$ cat config.mk
export PLATFORM = sky130hd
export DESIGN_NAME = fifo_queue_param_flat
export DESIGN_NICKNAME = d
export VERILOG_FILES = /design/src/rtl/fifo_pkg.sv /design/src/rtl/fifo_queue_param_if.sv /design/src/rtl/fifo_ram.sv /design/src/rtl/fifo_queue_param.sv /design/src/flat_wrapper.sv
export SDC_FILE = /design/constraint.sdc
export NUM_CORES = 1
export LEC_CHECK = 0
export BUFFER_PORTS_ARGS = -buffer_cell sky130_fd_sc_hd__buf_2
export CAP_MARGIN = 10
export CORE_UTILIZATION = 36
export DETAILED_ROUTE_END_ITERATION = 16
export REMOVE_ABC_BUFFERS = 1
export SLEW_MARGIN = 5
export SYNTH_ARGS = -nofsm -noshare
export SYNTH_HDL_FRONTEND = slang
export SYNTH_SLANG_ARGS = --single-unit
$ cat constraint.sdc
create_clock -name clk -period 3 [get_ports clk]
set_input_delay 0.3 -clock clk [delete_from_list [all_inputs] [get_ports clk]]
set_output_delay 0.3 -clock clk [all_outputs]
set_load 0.01 [all_outputs]
$ cat src/rtl/fifo_pkg.sv
// -----------------------------------------------------------------------------
// fifo_pkg
// Shared definitions for the parametrised main-path FIFO (fifo_queue_param).
//   - pause_state_e : back-pressure FSM encoding (RUN=0, PAUSE=1)
//   - ERR_OVF/ERR_UDF : bit positions inside the sticky fifo_error vector
//   - cnt_width()   : occupancy counter width for a given pointer width; one
//                     extra bit so the count can represent a completely full
//                     queue (0..2**ADDR_SIZE)
// -----------------------------------------------------------------------------
package fifo_pkg;

  typedef enum logic {
    RUN   = 1'b0,
    PAUSE = 1'b1
  } pause_state_e;

  localparam int ERR_OVF = 0;
  localparam int ERR_UDF = 1;
  localparam int ERR_W   = 2;

  function automatic int cnt_width(input int addr_size);
    return addr_size + 1;
  endfunction

endpackage

$ cat src/rtl/fifo_queue_param_if.sv
// -----------------------------------------------------------------------------
// fifo_queue_param_if
// Bus bundle between the upstream packet source / downstream consumer and the
// FIFO. Modport master is the user side, modport slave is the FIFO side.
//
// Handshake: push and pop are requests, not valid/ready pairs. A push is
// accepted when push && (!fifo_full || pop accepted); a pop is accepted when
// pop && !fifo_empty. A request that is not accepted is dropped and latched as
// a sticky error (fifo_error[0] overflow, fifo_error[1] underflow). Upstream
// flow control is fifo_pause (hysteretic) or almost_full/fifo_full.
//
// Signals: push, pop, data_in, afull_th, aempty_th, err_clr (master -> FIFO);
//          data_out, data_valid, data_count, fifo_empty, fifo_full,
//          almost_full, almost_empty, fifo_pause, fifo_error (FIFO -> master)
// -----------------------------------------------------------------------------
interface fifo_queue_param_if #(
  parameter int DATA_SIZE = 6,
  parameter int ADDR_SIZE = 3
);
  import fifo_pkg::*;

  localparam int CNT_SIZE = cnt_width(ADDR_SIZE);

  logic                 push;
  logic                 pop;
  logic [DATA_SIZE-1:0] data_in;
  logic [CNT_SIZE-1:0]  afull_th;
  logic [CNT_SIZE-1:0]  aempty_th;
  logic                 err_clr;

  logic [DATA_SIZE-1:0] data_out;
  logic                 data_valid;
  logic [CNT_SIZE-1:0]  data_count;
  logic                 fifo_empty;
  logic                 fifo_full;
  logic                 almost_full;
  logic                 almost_empty;
  logic                 fifo_pause;
  logic [ERR_W-1:0]     fifo_error;

  modport master (
    output push, pop, data_in, afull_th, aempty_th, err_clr,
    input  data_out, data_valid, data_count, fifo_empty, fifo_full,
           almost_full, almost_empty, fifo_pause, fifo_error
  );

  modport slave (
    input  push, pop, data_in, afull_th, aempty_th, err_clr,
    output data_out, data_valid, data_count, fifo_empty, fifo_full,
           almost_full, almost_empty, fifo_pause, fifo_error
  );

endinterface

$ cat src/rtl/fifo_ram.sv
// -----------------------------------------------------------------------------
// fifo_ram
// Storage array for fifo_queue_param: 2**ADDR_SIZE words of DATA_SIZE bits.
// Synchronous write, asynchronous read, no reset (contents are don't-care
// after reset; the FIFO pointers define what is valid).
//   clk     : write clock
//   wr_en   : write strobe
//   wr_addr : write address
//   wr_data : write data
//   rd_addr : read address
//   rd_data : combinational read data
// -----------------------------------------------------------------------------
module fifo_ram #(
  parameter int DATA_SIZE = 6,
  parameter int ADDR_SIZE = 3
) (
  input  logic                 clk,
  input  logic                 wr_en,
  input  logic [ADDR_SIZE-1:0] wr_addr,
  input  logic [DATA_SIZE-1:0] wr_data,
  input  logic [ADDR_SIZE-1:0] rd_addr,
  output logic [DATA_SIZE-1:0] rd_data
);

  logic [DATA_SIZE-1:0] mem [2**ADDR_SIZE];

  always_ff @(posedge clk) begin
    if (wr_en) begin
      mem[wr_addr] <= wr_data;
    end
  end

  assign rd_data = mem[rd_addr];

endmodule

$ cat src/rtl/fifo_queue_param.sv
// -----------------------------------------------------------------------------
// fifo_queue_param
// Single-clock main-path FIFO, depth 2**ADDR_SIZE, DATA_SIZE-bit words, with
// programmable almost-full/almost-empty thresholds, hysteretic pause output
// and sticky overflow/underflow reporting.
//
// Ports:
//   clk             : rising-edge clock
//   reset_L         : asynchronous active-low reset, synchronous release
//   bus             : fifo_queue_param_if.slave (requests, thresholds, data,
//                     flags, count, pause, errors)
//   dbg_pause_state : current pause FSM state
//
// Build option:
//   FIFO_FWFT_EN defined   -> first-word fall-through: data_out shows the head
//                             word continuously, data_valid = !fifo_empty.
//   FIFO_FWFT_EN undefined -> data_out registered on an accepted pop, with a
//                             one-cycle data_valid pulse per pop.
// -----------------------------------------------------------------------------
module fifo_queue_param
  import fifo_pkg::*;
#(
  parameter int DATA_SIZE = 6,
  parameter int ADDR_SIZE = 3
) (
  input  logic                    clk,
  input  logic                    reset_L,
  fifo_queue_param_if.slave       bus,
  output pause_state_e            dbg_pause_state
);

  localparam int CNT_SIZE = cnt_width(ADDR_SIZE);
  localparam int DEPTH    = 2**ADDR_SIZE;
  localparam logic [CNT_SIZE-1:0] DEPTH_C = CNT_SIZE'(DEPTH);

  logic [ADDR_SIZE-1:0] wr_ptr_q, wr_ptr_d;
  logic [ADDR_SIZE-1:0] rd_ptr_q, rd_ptr_d;
  logic [CNT_SIZE-1:0]  count_q, count_d;
  logic [ERR_W-1:0]     err_q, err_d;
  pause_state_e         pause_state_q;

  logic                 push_acc;
  logic                 pop_acc;
  logic [DATA_SIZE-1:0] rd_data;

  // ---------------------------------------------------------------------------
  // Acceptance, pointer/count next-state and sticky error update
  // ---------------------------------------------------------------------------
  always_comb begin
    // Pop is judged against the registered count only, so an empty FIFO with
    // push+pop rejects the pop: the written word is never bypassed.
    pop_acc  = bus.pop && (count_q != '0);
    // A full FIFO still takes a push when a pop frees a slot this cycle.
    push_acc = bus.push && ((count_q != DEPTH_C) || pop_acc);

    wr_ptr_d = wr_ptr_q;
    rd_ptr_d = rd_ptr_q;
    if (push_acc) wr_ptr_d = wr_ptr_q + ADDR_SIZE'(1);
    if (pop_acc)  rd_ptr_d = rd_ptr_q + ADDR_SIZE'(1);

    count_d = count_q;
    case ({push_acc, pop_acc})
      2'b10:   count_d = count_q + CNT_SIZE'(1);
      2'b01:   count_d = count_q - CNT_SIZE'(1);
      default: count_d = count_q;
    endcase

    // Clear first, then OR in this cycle's errors so a new error wins.
    err_d = bus.err_clr ? '0 : err_q;
    if (bus.push && !push_acc) err_d[ERR_OVF] = 1'b1;
    if (bus.pop  && !pop_acc)  err_d[ERR_UDF] = 1'b1;
  end

  always_ff @(posedge clk or negedge reset_L) begin
    if (!reset_L) begin
      wr_ptr_q <= '0;
      rd_ptr_q <= '0;
      count_q  <= '0;
      err_q    <= '0;
    end else begin
      wr_ptr_q <= wr_ptr_d;
      rd_ptr_q <= rd_ptr_d;
      count_q  <= count_d;
      err_q    <= err_d;
    end
  end

  // ---------------------------------------------------------------------------
  // Pause FSM. Transitions look at the next count so fifo_pause lines up with
  // data_count in the same cycle. With a collapsed window (afull_th <=
  // aempty_th) there is no hysteresis band and pause follows almost_full.
  // ---------------------------------------------------------------------------
  always_ff @(posedge clk or negedge reset_L) begin
    if (!reset_L) begin
      pause_state_q <= RUN;
    end else if (bus.afull_th <= bus.aempty_th) begin
      pause_state_q <= (count_d >= bus.afull_th) ? PAUSE : RUN;
    end else begin
      case (pause_state_q)
        RUN:   if (count_d >= bus.afull_th)  pause_state_q <= PAUSE;
        PAUSE: if (count_d <= bus.aempty_th) pause_state_q <= RUN;
      endcase
    end
  end

  // ---------------------------------------------------------------------------
  // Storage
  // ---------------------------------------------------------------------------
  fifo_ram #(
    .DATA_SIZE (DATA_SIZE),
    .ADDR_SIZE (ADDR_SIZE)
  ) u_ram (
    .clk     (clk),
    .wr_en   (push_acc),
    .wr_addr (wr_ptr_q),
    .wr_data (bus.data_in),
    .rd_addr (rd_ptr_q),
    .rd_data (rd_data)
  );

  // ---------------------------------------------------------------------------
  // Read data path
  // ---------------------------------------------------------------------------
`ifdef FIFO_FWFT_EN
  // Head word is always on data_out; a pop consumes what is being shown.
  assign bus.data_out   = rd_data;
  assign bus.data_valid = (count_q != '0);
`else
  logic [DATA_SIZE-1:0] data_out_q, data_out_d;
  logic                 data_valid_q, data_valid_d;

  always_comb begin
    // data_out holds the last popped word until the next accepted pop.
    data_out_d   = pop_acc ? rd_data : data_out_q;
    data_valid_d = pop_acc;
  end

  always_ff @(posedge clk or negedge reset_L) begin
    if (!reset_L) begin
      data_out_q   <= '0;
      data_valid_q <= 1'b0;
    end else begin
      data_out_q   <= data_out_d;
      data_valid_q <= data_valid_d;
    end
  end

  assign bus.data_out   = data_out_q;
  assign bus.data_valid = data_valid_q;
`endif

  // ---------------------------------------------------------------------------
  // Status outputs: decoded from registered state only, never from push/pop.
  // ---------------------------------------------------------------------------
  assign bus.data_count   = count_q;
  assign bus.fifo_empty   = (count_q == '0);
  assign bus.fifo_full    = (count_q == DEPTH_C);
  assign bus.almost_full  = (count_q >= bus.afull_th);
  assign bus.almost_empty = (count_q <= bus.aempty_th) && (count_q != '0);
  assign bus.fifo_pause   = (pause_state_q == PAUSE);
  assign bus.fifo_error   = err_q;
  assign dbg_pause_state  = pause_state_q;

endmodule

$ cat src/flat_wrapper.sv
// flat-port wrapper written by rule: the top's interface ports become plain ports
module fifo_queue_param_flat import fifo_pkg::*;
#(
  parameter int DATA_SIZE = 6,
  parameter int ADDR_SIZE = 3
)
  (clk, reset_L, dbg_pause_state, bus_push, bus_pop, bus_data_in, bus_afull_th, bus_aempty_th, bus_err_clr, bus_data_out, bus_data_valid, bus_data_count, bus_fifo_empty, bus_fifo_full, bus_almost_full, bus_almost_empty, bus_fifo_pause, bus_fifo_error);
  fifo_queue_param_if #(.DATA_SIZE(DATA_SIZE), .ADDR_SIZE(ADDR_SIZE)) bus_i ();
  input  logic clk;
  input  logic reset_L;
  output pause_state_e dbg_pause_state;
  input wire logic [$bits(bus_i.push)-1:0] bus_push;
  input wire logic [$bits(bus_i.pop)-1:0] bus_pop;
  input wire logic [$bits(bus_i.data_in)-1:0] bus_data_in;
  input wire logic [$bits(bus_i.afull_th)-1:0] bus_afull_th;
  input wire logic [$bits(bus_i.aempty_th)-1:0] bus_aempty_th;
  input wire logic [$bits(bus_i.err_clr)-1:0] bus_err_clr;
  output wire logic [$bits(bus_i.data_out)-1:0] bus_data_out;
  output wire logic [$bits(bus_i.data_valid)-1:0] bus_data_valid;
  output wire logic [$bits(bus_i.data_count)-1:0] bus_data_count;
  output wire logic [$bits(bus_i.fifo_empty)-1:0] bus_fifo_empty;
  output wire logic [$bits(bus_i.fifo_full)-1:0] bus_fifo_full;
  output wire logic [$bits(bus_i.almost_full)-1:0] bus_almost_full;
  output wire logic [$bits(bus_i.almost_empty)-1:0] bus_almost_empty;
  output wire logic [$bits(bus_i.fifo_pause)-1:0] bus_fifo_pause;
  output wire logic [$bits(bus_i.fifo_error)-1:0] bus_fifo_error;
  assign bus_i.push = bus_push;
  assign bus_i.pop = bus_pop;
  assign bus_i.data_in = bus_data_in;
  assign bus_i.afull_th = bus_afull_th;
  assign bus_i.aempty_th = bus_aempty_th;
  assign bus_i.err_clr = bus_err_clr;
  assign bus_data_out = bus_i.data_out;
  assign bus_data_valid = bus_i.data_valid;
  assign bus_data_count = bus_i.data_count;
  assign bus_fifo_empty = bus_i.fifo_empty;
  assign bus_fifo_full = bus_i.fifo_full;
  assign bus_almost_full = bus_i.almost_full;
  assign bus_almost_empty = bus_i.almost_empty;
  assign bus_fifo_pause = bus_i.fifo_pause;
  assign bus_fifo_error = bus_i.fifo_error;
  fifo_queue_param #(.DATA_SIZE(DATA_SIZE), .ADDR_SIZE(ADDR_SIZE)) u_core (.clk(clk), .reset_L(reset_L), .bus(bus_i), .dbg_pause_state(dbg_pause_state));
endmodule
* Word-level counts from Yosys, hierarchy flattened
Memory sizes are Yosys's and may differ from the RTL's. A register that Yosys moved wholly into a read port is not among the register bits. Index checks and enable logic that the tools add are counted.
Operators by class: bitwise gates (word level) 1, divide/modulo/power cells 0, order comparisons 5, multiplexer cells 10, reduce and logical (&&, ||, !) cells 13, multipliers 0, add/sub/neg operators 4, equal/unequal tests 4, shifts and indexed selects 0
Operators with widths (count):
- 4-bit less-or-equal comparator | 3
- 4-bit >= comparator | 2
- 4-bit case mux with 2 select lines | 1
- 1-bit two-way mux | 7
- 3-bit by 1-bit adder with 3-bit output, second input constant | 2
- 1-bit logical AND | 5
- 4-bit by 1-bit adder with 4-bit output, second input constant | 1
- 4-bit equality test, second input constant | 1
- 4-bit logical NOT | 1
- 4-bit inequality test, second input constant | 1
- 2-bit nonzero test | 2
- 4-bit nonzero test | 1
- 4-bit by 1-bit subtractor with 4-bit output, second input constant | 1
- 1-bit logical NOT | 3
- 2-bit by 1-bit equality test with 1-bit output, second input constant | 1
- 2-bit equality test, second input constant | 1
- 2-bit two-way mux | 1
- 1-bit case mux with 2 select lines | 1
- 1-bit logical OR | 1
- 1-bit inverter | 1
Word-level totals: bits of input ports 19, memory bits (writable) 48, bits in read-only memories 0, memories kept 1, bits in registers 14, bits in latches 0
Memories:
- u_core.u_ram.mem | depth 8, width 6, rd ports 1, clocked after memory_dff 1, wr ports 1, line fifo_ram.sv:25 | logic [DATA_SIZE-1:0] mem [2**ADDR_SIZE];

* Longest topological paths before layout
Gate-level depths: netlist (run 1).
word-level depth 10, mapped depth 14

* Cells and area by module
A second synthesis (run 1) with hierarchy kept.
Unflattened totals: cell total of the unflattened synthesis 250, area total of the unflattened synthesis 3378.2 sq um
Modules (own cells, without submodules):
- fifo_ram | times used 1, area each 1901.8 sq um, cells each 82
- fifo_queue_param | times used 1, area each 1476.4 sq um, cells each 168

* Least setup slack after synthesis (run 1)
OpenSTA, ideal clock, no wires.
kind flip-flop to flip-flop, start reg u_core.count_q[1], in the netlist u_core.bus.data_count[1], end reg u_core.pause_state_q, in the netlist u_core.bus.fifo_pause, required time 2858 ps, setup time 142 ps, buffers on the path 0, setup slack -59 ps, stages on the path, launching flop included 15, data arrival time 2917 ps, clock period less this slack 3059 ps, cell sequence dfrtp_1 or3_4 o21ai_4 nor2_2 ha_1 a21o_1 a21oi_1 nand2_1 o221ai_1 o211ai_1 ha_1 o21ai_0 a21oi_1 a311oi_1 a41oi_1
On the way: longest elaborated chain between the ends 10, elaborated cells on any way between the ends 16, classes of those cells add/sub: 2; order compare: 2; eq/ne: 3; mux: 5; reduce/logical: 4
Ends and longest elaborated chain:
- start: declaration | line fifo_queue_param.sv:38 | logic [CNT_SIZE-1:0] count_q, count_d;
- start signal: assignment | line fifo_queue_param.sv:83 | count_q <= count_d;
- 4-bit nonzero test | line fifo_queue_param.sv:52 | pop_acc = bus.pop && (count_q != '0);
- 1-bit logical AND | line fifo_queue_param.sv:52
- 1-bit logical OR | line fifo_queue_param.sv:54 | push_acc = bus.push && ((count_q != DEPTH_C) || pop_acc);
- 1-bit logical AND | line fifo_queue_param.sv:54
- 2-bit by 1-bit equality test with 1-bit output or 2-bit equality test (tied branches) | line fifo_queue_param.sv:62 | case ({push_acc, pop_acc})
- 4-bit case mux with 2 select lines (*) | line fifo_queue_param.sv:62
- net u_core.count_d[3] | line fifo_queue_param.sv:38
- 4-bit less-or-equal comparator or 4-bit >= comparator (tied branches) | line fifo_queue_param.sv:101, fifo_queue_param.sv:97, fifo_queue_param.sv:100
- 1-bit two-way mux (on tied branches) | line fifo_queue_param.sv:101, fifo_queue_param.sv:97, fifo_queue_param.sv:100
- 1-bit case mux with 2 select lines | line fifo_queue_param.sv:99 | case (pause_state_q)
- 1-bit two-way mux (*) | line fifo_queue_param.sv:96 | end else if (bus.afull_th <= bus.aempty_th) begin
- end signal: assignment | line fifo_queue_param.sv:97 | pause_state_q <= (count_d >= bus.afull_th) ? PAUSE : RUN;
- end: declaration | line fifo_queue_param.sv:40 | pause_state_e pause_state_q;
The timed path passes the listed nets; every way through them passes the cells marked *. A chain may end at the register's enable or synchronous reset.

* Worst setup path after layout (run 1)
start reg u_core.count_q[0], in the netlist u_core.bus.data_count[0], end reg u_core.pause_state_q, in the netlist u_core.bus.fifo_pause
Same word-level chain as after synthesis.

==> impl_metrics.csv, run 1 <==
group,metric,value,unit
sta,holdWs,0.161,ns
flow_run,cap_viol_max_count,0,
grt,grt_max_degree,21,
grt,grt_pass1_vias,1780,
grt,antenna_found_initial,0,
placed_design,placed_area,3580,sq um
grt,grt-ovfl-total,0,
floorplanning,die_area,9310,sq um
layout,fill_cells,784,
logic_synthesis,ys_types,36,
power,p_clk_frac,0.195,
logic_synthesis,async_flop_share,0.294,
clock_network,clock-sinks,68,
drt,wire_per_inst,15.6,um
power,ir_worst_vdd,0.000293,V
power,p_sw,1.31,mW
drt,met1_length,2850,um
logic_synthesis,synth_common_cells,"edfxtp_1, ha_1, dfrtp_1, nand2_1, inv_1",
layout,syn2layout_area_growth,21.6,%
setup_path,cp_num_buf_inv,2,
drt,dr.first_iter.drc_count,89,
setup_path,crit_type,"reg -> reg",
clock_network,cts_tree,"built",
sta,min_period_over_period,1.01,
setup_path,path_cells,"or3_4, o21ai_4, nor2_4, ha_4, a21o_1, a21oi_2, buf_6, nor2_4, a21oi_2, o211ai_1, buf_4, ha_4, nand2_4, o21ai_2, o21ai_1, a41oi_1",
drt,dr_wl_met2,2930,um
sta,relSlewSlack,0.463,
setup_path,path_max_fanout,4,
grt,grt.total_usage,0.143,
logic_synthesis,yosysSeqAreaShare,0.604,
floorplanning,fp.dieW,96.5,um
logic_synthesis,synthSimpleGateAreaFrac,0.0689,
logic_synthesis,synth_area,3210,sq um
setup_path,end_kind,"register",
sta,hold_viol,0,
floorplanning,fp-row-count,34,
placed_design,gp_congestion,0.794,
sta,min_period,3.04,ns
clock_network,cts_max_path_buffers,2,
logic_synthesis,synth_top_area_cell,"edfxtp_1",
layout,n_antenna_cell,0,
logic_synthesis,syn_avg_cell_area,14.5,sq um
sta,timing.fmax,329,MHz
setup_path,required,3.26,ns
logic_synthesis,synthTopCellsByArea,"edfxtp_1, dfrtp_1, ha_1",
drt,top_layer_used,"met4",
setup_path,critPathTopFamily,"compound AO/OA/AOI/OAI gates",
sta,setup_slack,-0.0404,ns
logic_synthesis,synth_compound_area_frac,0.0662,
logic_synthesis,ys_ff_latch,68,
drt,vias,1929,
power,power_leakage,1.58,nW
setup_path,cpMaxStageDelayCell,"or3_4",
logic_synthesis,synth_xor_area_frac,0.0191,
logic_synthesis,synthFlopType,"edfxtp_1",
drt,drt_pass1_iterations,4,
drt,vias_per_cell,4.90,
power,combPwrFrac,0.417,
clock_network,clock_latency,0.35,ns
logic_synthesis,synth_top_family_by_area,"multiplexers",
power,p_int,2.41,mW
power,switching_share,0.352,
sta,rsz0062_at_grt,"true",
sta,finalSetupViolations,1,
drt,dr_wl_met3,236,um
sta,slew_violations,0,
clock_network,clk_pin_slew,0.07,ns
sta,worst-slew-pin-transition,0.805,ns
logic_synthesis,synthMuxAreaShare,0.116,
logic_synthesis,yosys_warnings,0,
placed_design,port_buffers,37,
layout,nNetsFinal,325,
clock_network,cts_root_buf,"clkbuf_8",
drt,post-route-drc-count,0,
min_path,holdCritPathClass,"in -> reg",
placed_design,dp_hpwl,4300,um
floorplanning,fp.coreArea,8680,sq um
floorplanning,start_util,0.370,
floorplanning,ios,38,
layout,final_layout_size_suffix_gt1_frac,0.339,
power,power.density,954,nW/um^2
setup_path,start_kind,"register",
logic_synthesis,synthAdderAreaFrac,0.0996,
logic_synthesis,yosysMostFrequentCell,"edfxtp_1",
setup_path,max_stage_delay,0.40,ns
status,status,"complete, but fails checks",
logic_synthesis,synth-edff-count,48,
logic_synthesis,yosysTopAreaCellShare,0.448,
layout,fin_area,3910,sq um
floorplanning,die_h,96.5,um
drt,wirelength,6140,um
clock_network,cts_made_buffers,9,
sta,clock_skew,0.00881,ns
clock_network,htreeDepth,3,
power,seq_power_share,0.388,
drt,ant_nets,0,
status,violations,"setup timing",
logic_synthesis,syn_inst,222,
setup_path,cp.arrival,3.30,ns
grt,grt_pass1_wl,9330,um
-- registers in the layout, summed over array words and instances (netlist names) --
register / flops
u_core.rd_ptr_q: 3
u_core.wr_ptr_q: 3
u_core.bus.fifo_pause: 1
u_core.bus.fifo_error: 2
u_core.u_ram.mem: 48
u_core.bus.data_valid: 1
u_core.bus.data_out: 6
u_core.bus.data_count: 4
-- cells by family (layout without fill, tap and decap cells) --
kind of cell	after synthesis	count (layout)
flops	68	68
xor+xnor	7	7
fa+ha+maj	25	25
buf+inv	21	85
simple gates	47	47
mux	21	21
compound gates	33	33
-- worst paths after layout --
kind                                     startpoint                        to  slack [ns]  cells past startpoint
max in group asynchronous                   reset_L     u_core.bus.data_valid        2.26                      2
setup reg to reg           u_core.bus.data_count[0]     u_core.bus.fifo_pause       -0.04                     16
hold / removal                          bus_err_clr  u_core.bus.fifo_error[0]        0.16                      2
setup / recovery           u_core.bus.data_count[0]     u_core.bus.fifo_pause       -0.04                     16
hold reg to reg              u_core.bus.data_out[5]    u_core.bus.data_out[5]        0.47                      2
min in group asynchronous                   reset_L        u_core.wr_ptr_q[1]        0.43                      2
-- power groups by stage --
stage	registers (mW)	clock network, mW	logic [mW]
final	1.45	0.728	1.55
after floorplan	1.50	0	0.839
after global placement	1.47	0	1.35
after CTS	1.46	0.749	1.38
after global routing	1.48	0.790	1.75
after detailed placement	1.47	0	1.37
-- routing by layer --
metal / track usage / up-vias
li1: - / 944
met1: 0.194 / 942
met2: 0.215 / 34
met3: 0.0329 / 9
met4: 0.0699 / 0
met5: 0 / -
-- metrics by stage --
step           total power, mW  setup WS, ns   util  setup TNS [ns]  std cells
2_1_floorplan             2.34        -0.203      -          -0.203        217
3_3_place_gp              2.81         0.113  0.413               0        372
3_5_place_dp              2.84       -0.0260  0.413         -0.0260        372
4_1_cts                   3.59       0.00299  0.437               0        389
5_1_grt                   4.02        -0.184  0.451          -0.184        394
6_report                  3.73       -0.0404  0.451         -0.0404        394
-- repair_timing --
| item | 4_1_cts | 5_1_grt |
|---|---|---|
| endpoints found under the setup margin | 1 | 1 |
| hold buffers | 1 | 0 |
| setup buffers | 0 | 5 |
| pin swaps | 4 | 16 |
| endpoints found under the hold margin | 20 | 0 |
| resized for setup | 1 | 17 |
-- layout make-up --
cell class | instances | area [sq um] | area share
Clock buffer | 10 | 128 | 0.0326
Clock inverter | 6 | 63.8 | 0.0163
Inverter | 16 | 60.1 | 0.0154
Multi-Input combinational cell | 133 | 1270 | 0.325
Sequential cell | 68 | 1940 | 0.497
Tap cell | 108 | 135 | 0.0346
Timing Repair Buffer | 53 | 312 | 0.0797
-- cells in the final DEF, fill, tap and decap left out, drive strengths merged, types with 6 or more instances in the layout --
| cell | count |
|---|---|
| a21oi | 9 |
| buf | 52 |
| clkbuf | 10 |
| dfrtp | 20 |
| edfxtp | 48 |
| ha | 24 |
| inv | 17 |
| mux2i | 6 |
| mux4 | 12 |
| nand2 | 20 |
| nand2b | 7 |
| nor2 | 11 |
| o21ai | 15 |
Note: power is estimated with default switching activity, not from simulation.
==> run 2, diff against run 1 <==
--- a/config.mk
+++ b/config.mk
@@ -8,7 +8,9 @@
 export BUFFER_PORTS_ARGS = -buffer_cell sky130_fd_sc_hd__buf_2
 export CAP_MARGIN = 10
 export CORE_UTILIZATION = 36
+export CTS_BUF_LIST = sky130_fd_sc_hd__clkbuf_16
 export DETAILED_ROUTE_END_ITERATION = 16
+export HOLD_SLACK_MARGIN = 0.02
 export REMOVE_ABC_BUFFERS = 1
 export SLEW_MARGIN = 5
 export SYNTH_ARGS = -nofsm -noshare
==> impl_metrics.csv, run 2 (synthesis gave the netlist of run 1 again) <==
group,metric,value,unit
status,status,"complete, but fails checks",
status,violations,"setup timing",
layout,fin_area,4010,sq um
setup_path,crit_type,"reg -> reg",
floorplanning,die_h,96.5,um
drt,vias_per_cell,4.90,
drt,vias,1931,
grt,grt_pass1_vias,1789,
clock_network,clock-sinks,68,
placed_design,placed_area,3580,sq um
clock_network,cts_tree,"built",
floorplanning,die_area,9310,sq um
sta,slew_violations,0,
sta,min_period_over_period,1.01,
layout,n_antenna_cell,0,
layout,fill_cells,768,
setup_path,r2r_slack,-0.03,ns
clock_network,htreeDepth,3,
setup_path,start_kind,"register",
grt,grt-ovfl-total,0,
power,ir_worst_vdd,0.000304,V
grt,grt_pass1_wl,9370,um
setup_path,cp.arrival,3.26,ns
sta,holdWs,0.184,ns
power,total_power,4.02,mW
grt,grt.total_usage,0.142,
drt,drt_pass1_iterations,4,
placed_design,gp_congestion,0.794,
layout,largest_reg_flops,48,
flow_run,cap_viol_max_count,0,
layout,top_register,"u_core.u_ram.mem",
layout,final_util,0.462,
floorplanning,ios,38,
sta,worst-slew-pin-transition,0.810,ns
drt,ant_nets,0,
placed_design,dp_slack,-0.0260,ns
setup_path,required,3.23,ns
min_path,hold_path_depth,2,
clock_network,clk_pin_slew,0.05,ns
drt,wirelength,6170,um
layout,nNetsFinal,325,
floorplanning,fp.dieW,96.5,um
placed_design,port_buffers,37,
sta,setup_slack,-0.0286,ns
layout,final_common_cell,"edfxtp_1",
sta,timing.fmax,330,MHz
min_path,hold_end,"u_core.bus.fifo_error[0]",
floorplanning,start_util,0.370,
power,power.density,1000,nW/um^2
drt,dr.first_iter.drc_count,91,
grt,grt_max_degree,21,
drt,post-route-drc-count,0,
layout,syn2layout_area_growth,24.8,%
drt,wire_per_inst,15.7,um
grt,antenna_found_initial,0,
min_path,worstHoldStart,"bus_err_clr",
min_path,holdCritPathClass,"in -> reg",
clock_network,cts_root_buf,"clkbuf_16",
sta,finalSetupViolations,1,
setup_path,path_max_fanout,4,
power,power_leakage,1.63,nW
sta,hold_viol,0,
sta,relSlewSlack,0.460,
clock_network,cts_made_buffers,9,
floorplanning,fp.coreArea,8680,sq um
sta,rsz0062_at_grt,"true",
sta,clock_skew,0.00579,ns
clock_network,cts_max_path_buffers,2,
setup_path,r2r_cells,16,
setup_path,rr_endpoint,"u_core.bus.fifo_pause",
layout,layout_common_cells,"edfxtp_1, buf_2, ha_1",
floorplanning,fp-row-count,34,
setup_path,regToRegStartpoint,"u_core.bus.data_count[2]",
sta,min_period,3.03,ns
setup_path,end_kind,"register",
layout,final_layout_size_suffix_gt1_frac,0.339,
clock_network,clock_latency,0.32,ns
placed_design,dp_hpwl,4300,um
==> run 2: worst max path at each step <==
| stage | endpoint | start | slack, ns |
|---|---|---|---|
| finish | u_core.bus.fifo_pause | u_core.bus.data_count[2] | -0.03 |
| global route | u_core.bus.fifo_pause | u_core.bus.data_count[2] | -0.18 |
| CTS | u_core.bus.fifo_pause | u_core.bus.data_count[1] | 0.002 |
| detailed placement | u_core.bus.fifo_pause | u_core.bus.data_count[1] | -0.03 |
| global placement | u_core.bus.fifo_pause | u_core.bus.data_count[1] | 0.11 |
| floorplan | u_core.bus.fifo_pause | u_core.bus.data_count[1] | -0.20 |
==> run 2: routing by layer <==
layer | vias up | global-route usage | share of wire
met5 | - | 0 | 0
met4 | 0 | 0.0551 | 0.015
met3 | 6 | 0.0329 | 0.035
met2 | 34 | 0.225 | 0.49
met1 | 948 | 0.189 | 0.46
li1 | 943 | - | -
==> run 2: where the power goes <==
group | switching, mW | internal (mW) | total (mW)
clock network | 0.375 | 0.639 | 1.01
logic | 0.765 | 0.796 | 1.56
registers | 0.211 | 1.24 | 1.45
==> run 2: repair_timing <==
item	4_1_cts	5_1_grt
hold endpoints to repair	20	0
setup endpoints to repair	1	1
buffers inserted	0	5
pin swaps	4	15
hold buffers	1	0
gates resized for setup	1	17
==> run 2: per-stage QoR <==
| stage | setup TNS [ns] | cells |
|---|---|---|
| final | -0.0286 | 394 |
| after global routing | -0.182 | 394 |
| after CTS | 0 | 389 |
| after detailed placement | -0.0260 | 372 |
| after global placement | 0 | 372 |
| after floorplan | -0.203 | 217 |
==> run 2: final cells by class <==
| type | count | area [sq um] | share of cell area |
|---|---|---|---|
| clock buffers | 9 | 225 | 0.0561 |
| multi-input cells | 133 | 1270 | 0.317 |
| repair buffers | 53 | 312 | 0.0777 |
| flip-flops and latches | 68 | 1940 | 0.484 |
| well taps | 108 | 135 | 0.0337 |
| clock inverters | 7 | 67.6 | 0.0168 |
| inverters | 16 | 60.1 | 0.0150 |
==> run 2: worst max-delay path, cell delays in order, from the launching register on <==
cell and delay, ns:
dfrtp_1 0.37, or3_4 0.40, o21ai_4 0.19, nor2_4 0.08, ha_4 0.23, a21o_1 0.18
a21oi_2 0.18, buf_6 0.14, nor2_4 0.03, a21oi_2 0.10, o211ai_1 0.10, buf_4 0.17
ha_4 0.29, nand2_4 0.05, o21ai_2 0.11, o21ai_1 0.08, a41oi_1 0.22
==> run 3, diff against run 2 <==
--- a/config.mk
+++ b/config.mk
@@ -7,6 +7,7 @@
 export LEC_CHECK = 0
 export BUFFER_PORTS_ARGS = -buffer_cell sky130_fd_sc_hd__buf_2
 export CAP_MARGIN = 10
+export CORE_MARGIN = 2
 export CORE_UTILIZATION = 36
 export CTS_BUF_LIST = sky130_fd_sc_hd__clkbuf_16
 export DETAILED_ROUTE_END_ITERATION = 16
==> impl_metrics.csv, run 3 (synthesis gave the netlist of run 1 again) <==
group,metric,value,unit
layout,layout.cells.non_filler,389,
power,switching_share,0.318,
floorplanning,fp.dieW,98.5,um
placed_design,gp_congestion,0.858,
layout,n_antenna_cell,0,
drt,vias_per_cell,4.98,
floorplanning,die_h,98.5,um
clock_network,cts_made_buffers,9,
sta,timing.fmax,338,MHz
power,combPwrFrac,0.350,
power,power.density,1010,nW/um^2
drt,vias,1936,
setup_path,cp.arrival,3.15,ns
drt,wirelength,5930,um
placed_design,placed_area,3580,sq um
clock_network,postCtsSetupRepairBufs,0,
placed_design,port_buffers,37,
sta,clock_skew,0.00788,ns
clock_network,clock-sinks,68,
drt,wire_per_inst,15.2,um
clock_network,cts_root_buf,"clkbuf_16",
setup_path,r2r_cells,12,
power,seq_power_share,0.359,
layout,final_common_cell,"edfxtp_1",
floorplanning,die_area,9700,sq um
layout,fin_area,3990,sq um
setup_path,crit_type,"reg -> reg",
sta,rsz0062_at_grt,"true",
min_path,hold_path_depth,2,
power,ir_worst_vdd,0.000377,V
min_path,holdCritPathClass,"in -> reg",
sta,slew_violations,0,
layout,largest_reg_flops,48,
power,total_power,4.04,mW
sta,worst-slew-pin-transition,0.826,ns
floorplanning,fp.coreArea,8680,sq um
status,status,"complete, no violations",
setup_path,required,3.19,ns
grt,grt_pass1_wl,10000,um
grt,grt.total_usage,0.135,
sta,relSlewSlack,0.449,
setup_path,path_max_fanout,3,
grt,grt-ovfl-total,0,
sta,min_period_over_period,0.988,
power,p_int,2.76,mW
sta,holdWs,0.198,ns
layout,layout_common_cells,"edfxtp_1, buf_2, ha_1",
drt,dr.first_iter.drc_count,107,
power,p_sw,1.28,mW
drt,ant_nets,0,
layout,syn2layout_area_growth,24.0,%
placed_design,place_inst,372,
clock_network,cts_max_path_buffers,2,
drt,drt_pass1_iterations,4,
floorplanning,ios,38,
power,p_clk_frac,0.291,
placed_design,dp_hpwl,4240,um
power,power_leakage,1.62,nW
grt,grt_max_degree,21,
sta,setup_tns,0,ns
setup_path,start_kind,"register",
sta,finalSetupViolations,0,
sta,min_period,2.96,ns
floorplanning,start_util,0.370,
clock_network,cts_tree,"built",
grt,antenna_found_initial,0,
grt,grt_pass1_vias,1996,
clock_network,htreeDepth,3,
layout,top_register,"u_core.u_ram.mem",
floorplanning,fp-row-count,34,
sta,hold_viol,0,
setup_path,r2r_slack,0.04,ns
drt,post-route-drc-count,0,
layout,nNetsFinal,320,
clock_network,clk_pin_slew,0.05,ns
setup_path,end_kind,"register",
clock_network,clock_latency,0.33,ns
flow_run,cap_viol_max_count,0,
layout,final_layout_size_suffix_gt1_frac,0.306,
run 3: cell count changes in the layout (fill, tap and decap cells not counted), moves of 2 or more:
cell,change
buf_4,-4
a21oi_2,-3
a21oi_1,+2
bufinv_16,+2
clkinv_2,-2
ha_1,+2
ha_4,-2
o21ai_2,-2
run 3: final timing paths:
path | endpoint | startpoint
setup / recovery | u_core.bus.fifo_pause | u_core.bus.data_count[0]
hold / removal | u_core.bus.fifo_error[0] | bus_err_clr
setup reg to reg | u_core.bus.fifo_pause | u_core.bus.data_count[0]
hold reg to reg | u_core.bus.data_out[4] | u_core.bus.data_out[4]
max in group asynchronous | u_core.bus.data_out[5] | reset_L
min in group asynchronous | u_core.bus.fifo_error[1] | reset_L
run 3: layout make-up:
type | count | area (sq um)
fill | 774 | 4690
sequential | 68 | 1940
timing repair buffer | 48 | 270
multi-input combinational | 133 | 1240
clock buffer | 9 | 225
inverter | 16 | 60.1
clock inverter | 7 | 118
tap | 108 | 135
run 3: per-stage QoR:
| stage | setup WS [ns] | utilization |
|---|---|---|
| 6_report | 0.0373 | 0.459 |
| 5_1_grt | -0.134 | 0.459 |
| 4_1_cts | 0.0761 | 0.454 |
| 3_5_place_dp | 0.00350 | 0.413 |
| 3_3_place_gp | 0.0643 | 0.413 |
| 2_1_floorplan | -0.203 | - |
run 3: critical path: stages (launching register included):
cell and delay, ns:
dfrtp_1 0.37, or3_4 0.40, o21ai_4 0.19, nor2_4 0.07, buf_4 0.14, fa_1 0.36
xor2_1 0.17, mux2_4 0.29, ha_1 0.27, o21ai_0 0.15, a21oi_1 0.07, a311oi_2 0.27
a41oi_2 0.05
run 3: metal layers:
layer	global-route usage	part of all wire
met1	0.187	0.49
met2	0.197	0.45
met3	0.0326	0.032
met4	0.0759	0.029
met5	0	0
run 3: power groups by stage:
stage | sequential [mW] | combinational (mW) | clock, mW
after floorplan | 1.50 | 0.839 | 0
after global placement | 1.47 | 1.33 | 0
after detailed placement | 1.47 | 1.35 | 0
after CTS | 1.46 | 1.37 | 1.20
after global routing | 1.49 | 1.60 | 1.23
final | 1.45 | 1.41 | 1.18
run 3: repair_timing:
action,4_1_cts,5_1_grt
gates resized for setup,1,8
setup endpoints to repair,1,1
pin swaps,0,11
hold buffers,1,0
endpoints found under the hold margin,20,0
